**src/rtl/df_pkg.sv**
```systemverilog
// Shared definitions for the direct form filter front end: loader state
// encoding and the unity default coefficient helper.
package df_pkg;

  typedef enum logic [1:0] {
    ST_IDLE    = 2'd0,
    ST_LOAD    = 2'd1,
    ST_PENDING = 2'd2
  } loader_state_e;

  // Unity coefficient 2^q; callers truncate to their coefficient width.
  function automatic logic [63:0] df_unity_coeff(input int unsigned q);
    return 64'd1 << q;
  endfunction

endpackage

```
**src/rtl/df_coeff_bank.sv**
```systemverilog
// N+1 entry coefficient register bank with a single-tap write port and a
// load-all port; resets to a unity passthrough set (tap 0 = 2^Q).
module df_coeff_bank
  import df_pkg::*;
#(
  parameter int N           = 3,
  parameter int COEFF_WIDTH = 16,
  parameter int Q           = 14,
  parameter int ADDR_WIDTH  = 4
) (
  input  logic                         clk,
  input  logic                         rst,
  input  logic                         wr_en_i,
  input  logic [ADDR_WIDTH-1:0]        wr_addr_i,
  input  logic [COEFF_WIDTH-1:0]       wr_data_i,
  input  logic                         load_i,
  input  logic [COEFF_WIDTH*(N+1)-1:0] load_data_i,
  output logic [COEFF_WIDTH*(N+1)-1:0] taps_o
);

  localparam int BW = COEFF_WIDTH * (N + 1);
  localparam logic [BW-1:0] RESET_TAPS = BW'(COEFF_WIDTH'(df_unity_coeff(Q)));

  logic [BW-1:0] taps_q, taps_d;

  always_comb begin
    // NOTE: default assignment first so no path leaves taps_d unassigned (no latch).
    taps_d = taps_q;
    if (load_i) begin
      taps_d = load_data_i;
    end else if (wr_en_i) begin
      // Out-of-range addresses match no tap and are silently dropped here.
      for (int t = 0; t <= N; t++) begin
        if (wr_addr_i == ADDR_WIDTH'(t)) taps_d[COEFF_WIDTH*t +: COEFF_WIDTH] = wr_data_i;
      end
    end
  end

  // NOTE: the bank is a handful of flops, not a RAM, so it is reset to a defined set.
  always_ff @(posedge clk or posedge rst) begin
    if (rst) taps_q <= RESET_TAPS;
    else     taps_q <= taps_d;
  end

  assign taps_o = taps_q;

endmodule

```
**src/rtl/df_coeff_loader.sv**
```systemverilog
// Coefficient loader: stages taps in a shadow bank and commits them atomically
// on a sample strobe. Optional readback port enabled by DF_COEFF_READBACK_EN.
module df_coeff_loader
  import df_pkg::*;
#(
  parameter int N           = 3,
  parameter int COEFF_WIDTH = 16,
  parameter int Q           = 14,
  parameter int ADDR_WIDTH  = 4
) (
  input  logic                         clk,
  input  logic                         rst,
  input  logic                         wr_valid,
  output logic                         wr_ready,
  input  logic [ADDR_WIDTH-1:0]        wr_addr,
  input  logic [COEFF_WIDTH-1:0]       wr_data,
  input  logic                         wr_last,
  input  logic                         sample_strobe,
  input  logic                         err_clr,
`ifdef DF_COEFF_READBACK_EN
  input  logic [ADDR_WIDTH-1:0]        rd_addr,
  output logic [COEFF_WIDTH-1:0]       rd_data,
`endif
  output logic [COEFF_WIDTH*(N+1)-1:0] packed_coeffs,
  output logic                         coeff_update,
  output logic                         pending,
  output logic                         err
);

  localparam int BW = COEFF_WIDTH * (N + 1);
  localparam logic [ADDR_WIDTH-1:0] MAX_ADDR = ADDR_WIDTH'(N);

  loader_state_e state_q;
  logic          wr_ready_q, pending_q, coeff_update_q, err_q;
  logic          wr_accept, addr_oob, commit;
  logic [BW-1:0] shadow_taps;

  assign wr_accept = wr_valid & wr_ready_q;
  assign addr_oob  = wr_addr > MAX_ADDR;
  assign commit    = (state_q == ST_PENDING) & sample_strobe;

  // NOTE: sequential state uses non-blocking assignments only.
  always_ff @(posedge clk or posedge rst) begin
    if (rst) begin
      state_q        <= ST_IDLE;
      wr_ready_q     <= 1'b1;
      pending_q      <= 1'b0;
      coeff_update_q <= 1'b0;
      err_q          <= 1'b0;
    end else begin
      coeff_update_q <= 1'b0;
      case (state_q)
        ST_IDLE, ST_LOAD: begin
          if (wr_accept) begin
            if (wr_last) begin
              state_q    <= ST_PENDING;
              wr_ready_q <= 1'b0;
              pending_q  <= 1'b1;
            end else begin
              state_q <= ST_LOAD;
            end
          end
        end
        ST_PENDING: begin
          if (sample_strobe) begin
            state_q        <= ST_IDLE;
            wr_ready_q     <= 1'b1;
            pending_q      <= 1'b0;
            coeff_update_q <= 1'b1;
          end
        end
        default: begin
          state_q    <= ST_IDLE;
          wr_ready_q <= 1'b1;
          pending_q  <= 1'b0;
        end
      endcase
      // A new error outranks a simultaneous clear.
      if (wr_accept && addr_oob) err_q <= 1'b1;
      else if (err_clr)          err_q <= 1'b0;
    end
  end

  df_coeff_bank #(
    .N(N), .COEFF_WIDTH(COEFF_WIDTH), .Q(Q), .ADDR_WIDTH(ADDR_WIDTH)
  ) u_shadow (
    .clk         (clk),
    .rst         (rst),
    .wr_en_i     (wr_accept),
    .wr_addr_i   (wr_addr),
    .wr_data_i   (wr_data),
    .load_i      (1'b0),
    .load_data_i ({BW{1'b0}}),
    .taps_o      (shadow_taps)
  );

  df_coeff_bank #(
    .N(N), .COEFF_WIDTH(COEFF_WIDTH), .Q(Q), .ADDR_WIDTH(ADDR_WIDTH)
  ) u_active (
    .clk         (clk),
    .rst         (rst),
    .wr_en_i     (1'b0),
    .wr_addr_i   ({ADDR_WIDTH{1'b0}}),
    .wr_data_i   ({COEFF_WIDTH{1'b0}}),
    .load_i      (commit),
    .load_data_i (shadow_taps),
    .taps_o      (packed_coeffs)
  );

`ifdef DF_COEFF_READBACK_EN
  logic [COEFF_WIDTH-1:0] rd_data_q;

  always_ff @(posedge clk or posedge rst) begin
    if (rst) begin
      rd_data_q <= '0;
    end else begin
      rd_data_q <= '0;
      for (int t = 0; t <= N; t++) begin
        if (rd_addr == ADDR_WIDTH'(t)) rd_data_q <= shadow_taps[COEFF_WIDTH*t +: COEFF_WIDTH];
      end
    end
  end

  assign rd_data = rd_data_q;
`endif

  assign wr_ready     = wr_ready_q;
  assign pending      = pending_q;
  assign coeff_update = coeff_update_q;
  assign err          = err_q;

endmodule
```
**config.mk**
```make
export PLATFORM = sky130hd
export DESIGN_NAME = df_coeff_loader
export DESIGN_NICKNAME = d
export VERILOG_FILES = /design/src/rtl/df_pkg.sv /design/src/rtl/df_coeff_bank.sv /design/src/rtl/df_coeff_loader.sv
export SDC_FILE = /design/constraint.sdc
export NUM_CORES = 1
export LEC_CHECK = 0
export CAP_MARGIN = 20
export CELL_PAD_IN_SITES_DETAIL_PLACEMENT = 2
export CELL_PAD_IN_SITES_GLOBAL_PLACEMENT = 2
export CORE_MARGIN = 4
export CORE_UTILIZATION = 37
export CTS_CLUSTER_DIAMETER = 50
export DETAILED_ROUTE_END_ITERATION = 6
export GPL_ROUTABILITY_DRIVEN = 0
export PLACE_DENSITY_LB_ADDON = 0.1
export SKIP_CTS_REPAIR_TIMING = 1
export SLEW_MARGIN = 30
export SYNTH_ARGS = -nofsm -noshare
export SYNTH_HDL_FRONTEND = slang
export SYNTH_SLANG_ARGS = --single-unit
```
**constraint.sdc**
```tcl
create_clock -name clk -period 5.7 [get_ports clk]
set_input_delay 1.14 -clock clk [delete_from_list [all_inputs] [get_ports clk]]
set_output_delay 1.14 -clock clk [all_outputs]
set_load 0.01 [all_outputs]
```
## Word level (Yosys, flattened, before mapping)

Cells that the tools add are included.

| cells by class | value |
|---|---|
| magnitude comparators | 1 |
| multiplexer cells | 16 |
| reductions and logical operators | 11 |
| bitwise gates (word level) | 2 |
| equal/unequal tests | 8 |

Operators with widths:

| operator | number |
|---|---|
| $mux W1 | 10 |
| $reduce_and A2 Y1 | 5 |
| $eq A4 B2 Y1 const B | 2 |
| $mux W2 | 3 |
| $ne A2 B2 Y1 const B | 3 |
| $eq A4 B1 Y1 const B | 1 |
| $gt A4 B2 Y1 const B | 1 |
| $logic_not A4 Y1 | 1 |
| $pmux W1 S2 | 2 |
| $pmux W2 S2 | 1 |
| $reduce_and A3 Y1 | 1 |
| $and A1 B1 Y1 | 2 |
| $eq A2 B1 Y1 const B | 1 |
| $eq A2 B2 Y1 const B | 1 |
| $logic_not A2 Y1 | 1 |
| $reduce_bool A2 Y1 | 1 |
| $reduce_or A2 Y1 | 1 |
| $logic_and A1 B1 Y1 | 1 |

| storage, ports and cells | value |
|---|---|
| flip-flop bits (word level) | 134 |
| input port bits | 26 |
| output and inout bits | 68 |

## Logic depth before layout (Yosys ltp)

| logic depth | value |
|---|---|
| depth after elaboration | 4 |
| gate-level depth with buffers | 5 |

## Cells and area by module

A second synthesis with hierarchy kept.

| second synthesis, totals | value |
|---|---|
| cell total of the unflattened synthesis | 784 |
| area total of the unflattened synthesis | 6912.9 um2 |

Modules (own cells, without submodules):

| module | cells each | instances | area an instance (um2) |
|---|---|---|---|
| df_coeff_bank | 381 | 2 | 3325.7 |
| df_coeff_loader | 22 | 1 | 261.5 |

## Worst setup path before layout

OpenSTA, ideal clock, no wires.

| timing | value |
|---|---|
| kind | input to register |
| from | in wr_addr[2] |
| to | reg u_shadow.taps_q[48], in the netlist u_shadow.taps_o[48] |
| path buffers | 2 |
| setup slack | 3.334 ns |
| arrival time | 2.241 ns |
| setup time | 0.125 ns |
| data required time | 5.575 ns |
| stages on the path | 5 |
| cell sequence | and4bb_4 and3_4 buf_8 buf_12 mux2_4 |

| between the ends | value |
|---|---|
| longest elaborated chain between the ends | 2 |

RTL lines:

| what | line | source |
|---|---|---|
| from (decl) | df_coeff_loader.sv:15 | `input logic [ADDR_WIDTH-1:0] wr_addr,` |
| $eq A4 B2 Y1 | df_coeff_bank.sv:34 | `if (wr_addr_i == ADDR_WIDTH'(t)) taps_d[COEFF_WIDTH*t +: COEFF_WIDTH] = wr_data_i;` |
| $reduce_and A2 Y1 (no source line) | -- |  |
| to (signal assigned) | df_coeff_bank.sv:42 | `else taps_q <= taps_d;` |
| to (decl) | df_coeff_bank.sv:24 | `logic [BW-1:0] taps_q, taps_d;` |

Every way passes these cells.
A chain may end at the register's enable or synchronous reset.

## Worst setup path in the final report

| timing | value |
|---|---|
| from | reg wr_ready_q, in the netlist wr_ready |
| to | out wr_ready |

RTL lines:

| what | line | source |
|---|---|---|
| from (decl) | df_coeff_loader.sv:34 | `logic wr_ready_q, pending_q, coeff_update_q, err_q;` |
| from (signal assigned) | df_coeff_loader.sv:46 | `wr_ready_q <= 1'b1;` |
| from (signal assigned) | df_coeff_loader.sv:57 | `wr_ready_q <= 1'b0;` |
| from (signal assigned) | df_coeff_loader.sv:67 | `wr_ready_q <= 1'b1;` |
| to (decl) | df_coeff_loader.sv:14 | `output logic wr_ready,` |

No word-level cell between the ends.

==> run_results.csv <==
group,metric,value,unit
clocking,numCtsBuffers,17,
worst_setup_path,crit_path_max_incr_delay,0.59,ns
grt,grt_max_degree,110,
grt,grt_pass1_wl,17.80,mm
routing,ant_nets,0,
grt,overflow,0,
layout,final_cell_mix,"dfrtp_1, mux2_2, clkdlybuf4s50_1, clkbuf_16, mux2_4",
die,fp.dieH,125.5,um
clocking,cts-htree-levels,4,
job,max_cap_violations,0,
grt,antenna_found_initial,0,
placed_design,portBuffers,93,
worst_setup_path,crit_buf_inv,1,
synth,avgSynthCellArea,17.20,um^2
status,status,"complete, no violations",
worst_setup_path,cp-start-kind,"flip-flop",
power,vdd_ir_drop_max,0.0001962,V
timing,tightestPinTransition,0.7723,ns
synth,synth_area_leaders,"dfrtp_1, mux2_2, mux2_4",
worst_setup_path,crit_family,"flip-flops",
routing,dr_total_vias,2818,
layout,antennaDiodeCount,0,
layout,final_common_cell,"dfrtp_1",
timing,fin_ws,3.006,ns
synth,yosysTopAreaCell,"dfrtp_1",
clocking,ctsLongestPathBuffers,2,
clocking,clk_pin_slew_worst_paths,0.05,ns
clocking,clkSinkCount,134,
synth,syn_area,5107,um^2
die,dieArea,15750,um^2
synth,seq_area_frac_synth,65.73,%
timing,hold_viol,0,
timing,finClkSkew,0.009215,ns
synth,synth_top_area_share,64.18,%
power,p_leak,3.271,nW
die,fp-row-count,42,
worst_setup_path,cp.arrival,1.55,ns
timing,fmax,0.3712,GHz
power,p_per_area,460.5,nW/um^2
synth,synth_warnings,0,
routing,drtIter0Drc,126,
die,chipWidth,125.5,um
synth,ys_ff_latch,134,
timing,slew_violations,0,
min_path,hold_class,"reg2reg",
synth,synthCells,297,
synth,synth.distinct_cells,22,
clocking,cts_root_buf,"clkbuf_16",
clocking,clk_latency,0.41,ns
routing,via_per_inst,4.784,
timing,max_slew_margin,48.51,%
timing,fin_setup_tns,0,ns
die,fp.coreArea,13400,um^2
placed_design,post-dp-hpwl,7.038,mm
die,ios,94,
grt,grtUsageTotal,14.85,%
timing,setup_viol,0,
placed_design,preCtsSetupSlack,2.702,ns
clocking,cts_tree,"done",
layout,drive_gt1_share,40.19,%
worst_setup_path,crit_slowest_cell,"dfstp_2",
routing,firstDrtPassIters,3,
synth,synth_nets,323,
worst_setup_path,critPathKind,"reg2out",
layout,area_delta_synth_final,31.60,%
timing,layout_min_cycle_time,2.694,ns
routing,drc,0,
worst_setup_path,cp_max_fo,7,
timing,rsz0062_at_grt,"false",
timing,fin_crit_sh,47.27,%
layout,fillers,1243,
worst_setup_path,crit_path_end_kind,"output port",
worst_setup_path,worstPathCellList,"clkdlybuf4s50_1",
routing,wl_per_cell,18.70,um
worst_setup_path,worstPathRequired,4.56,ns
routing,drt_wl_total,11.01,mm
die,start_util,38.11,%
grt,grt_pass1_vias,3177,
layout,nets,426,
[metal layers]
metal	global-route usage (%)	part of all wire, %	up-vias
met1	18.40	44	1486
li1	-	-	1255
met2	23.60	50	66
met5	0	0	-
met3	6.013	5.1	11
met4	5.166	1.2	0
[cell type report]
cell class,instances,area (um^2),area share (%)
flip-flops and latches,134,3357,49.94
multi-input cells,148,1635,24.33
repair buffers,96,953.4,14.18
clock buffers,28,516.7,7.688
well taps,176,220.2,3.276
clock inverters,4,20.02,0.2978
inverters,3,18.77,0.2792
[logic make-up (layout without fill, tap and decap cells)]
| kind of cell | count (synthesis) | count (layout) | share of synthesized area, % |
|---|---|---|---|
| and+or+nand+nor | 13 | 13 | 2.254 |
| DFF | 134 | 134 | 65.73 |
| AOI/OAI and AO/OA | 7 | 7 | 0.8084 |
| muxes | 128 | 128 | 28.96 |
| buffers and inverters | 15 | 131 | 2.254 |
[synthesized netlist by cell type]
master / n
a21oi_1: 1
a311oi_1: 1
and3_4: 1
and4bb_4: 1
buf_12: 1
buf_2: 7
buf_6: 3
buf_8: 1
dfrtp_1: 131
dfstp_2: 3
inv_1: 3
mux2_2: 118
mux2_4: 10
nand2_1: 4
nand2_2: 1
nand2b_1: 1
nand3b_1: 1
nand3b_4: 2
nand4b_1: 1
nor2_1: 1
o211ai_1: 1
o21ai_0: 4
[registers in the layout, indices dropped and copies added (netlist names)]
| name | flops |
|---|---|
| coeff_update | 1 |
| err | 1 |
| pending | 1 |
| state_q | 2 |
| u_active.taps_o | 64 |
| u_shadow.taps_o | 64 |
| wr_ready | 1 |
[metrics by stage]
step | area (um^2) | hold slack [ns] | std cells | power, mW | util (%)
global placement | 6182 | 0.4622 | 557 | 2.100 | 46.13
CTS | 6719 | 0.5020 | 589 | 3.154 | 50.14
finish | 6721 | 0.4995 | 589 | 3.095 | 50.16
floorplan | 5107 | 0.4736 | 297 | 1.736 | -
global route | 6721 | 0.5095 | 589 | 3.281 | 50.16
detailed placement | 6182 | 0.4904 | 557 | 2.143 | 46.13
[final timing paths]
| kind | depth (start not counted) | slack [ns] | startpoint | end |
|---|---|---|---|---|
| worst max-delay path | 1 | 3.01 | wr_ready | wr_ready |
| worst min-delay path | 1 | 0.50 | u_shadow.taps_o[46] | u_active.taps_o[46] |
| worst max register to register | 3 | 3.89 | wr_ready | u_shadow.taps_o[58] |
| worst min register to register | 1 | 0.50 | u_shadow.taps_o[46] | u_active.taps_o[46] |
| max in group asynchronous | 3 | 3.66 | rst | u_active.taps_o[39] |
| min in group asynchronous | 2 | 1.24 | rst | state_q[1] |
[report_power, final]
part	leakage (nW)	switching (mW)	internal (mW)
clock	0.268	0.371	0.611
combinational	1.19	0.246	0.467
sequential	1.82	0.159	1.24
No activity file was read; power rests on OpenSTA's default activity.
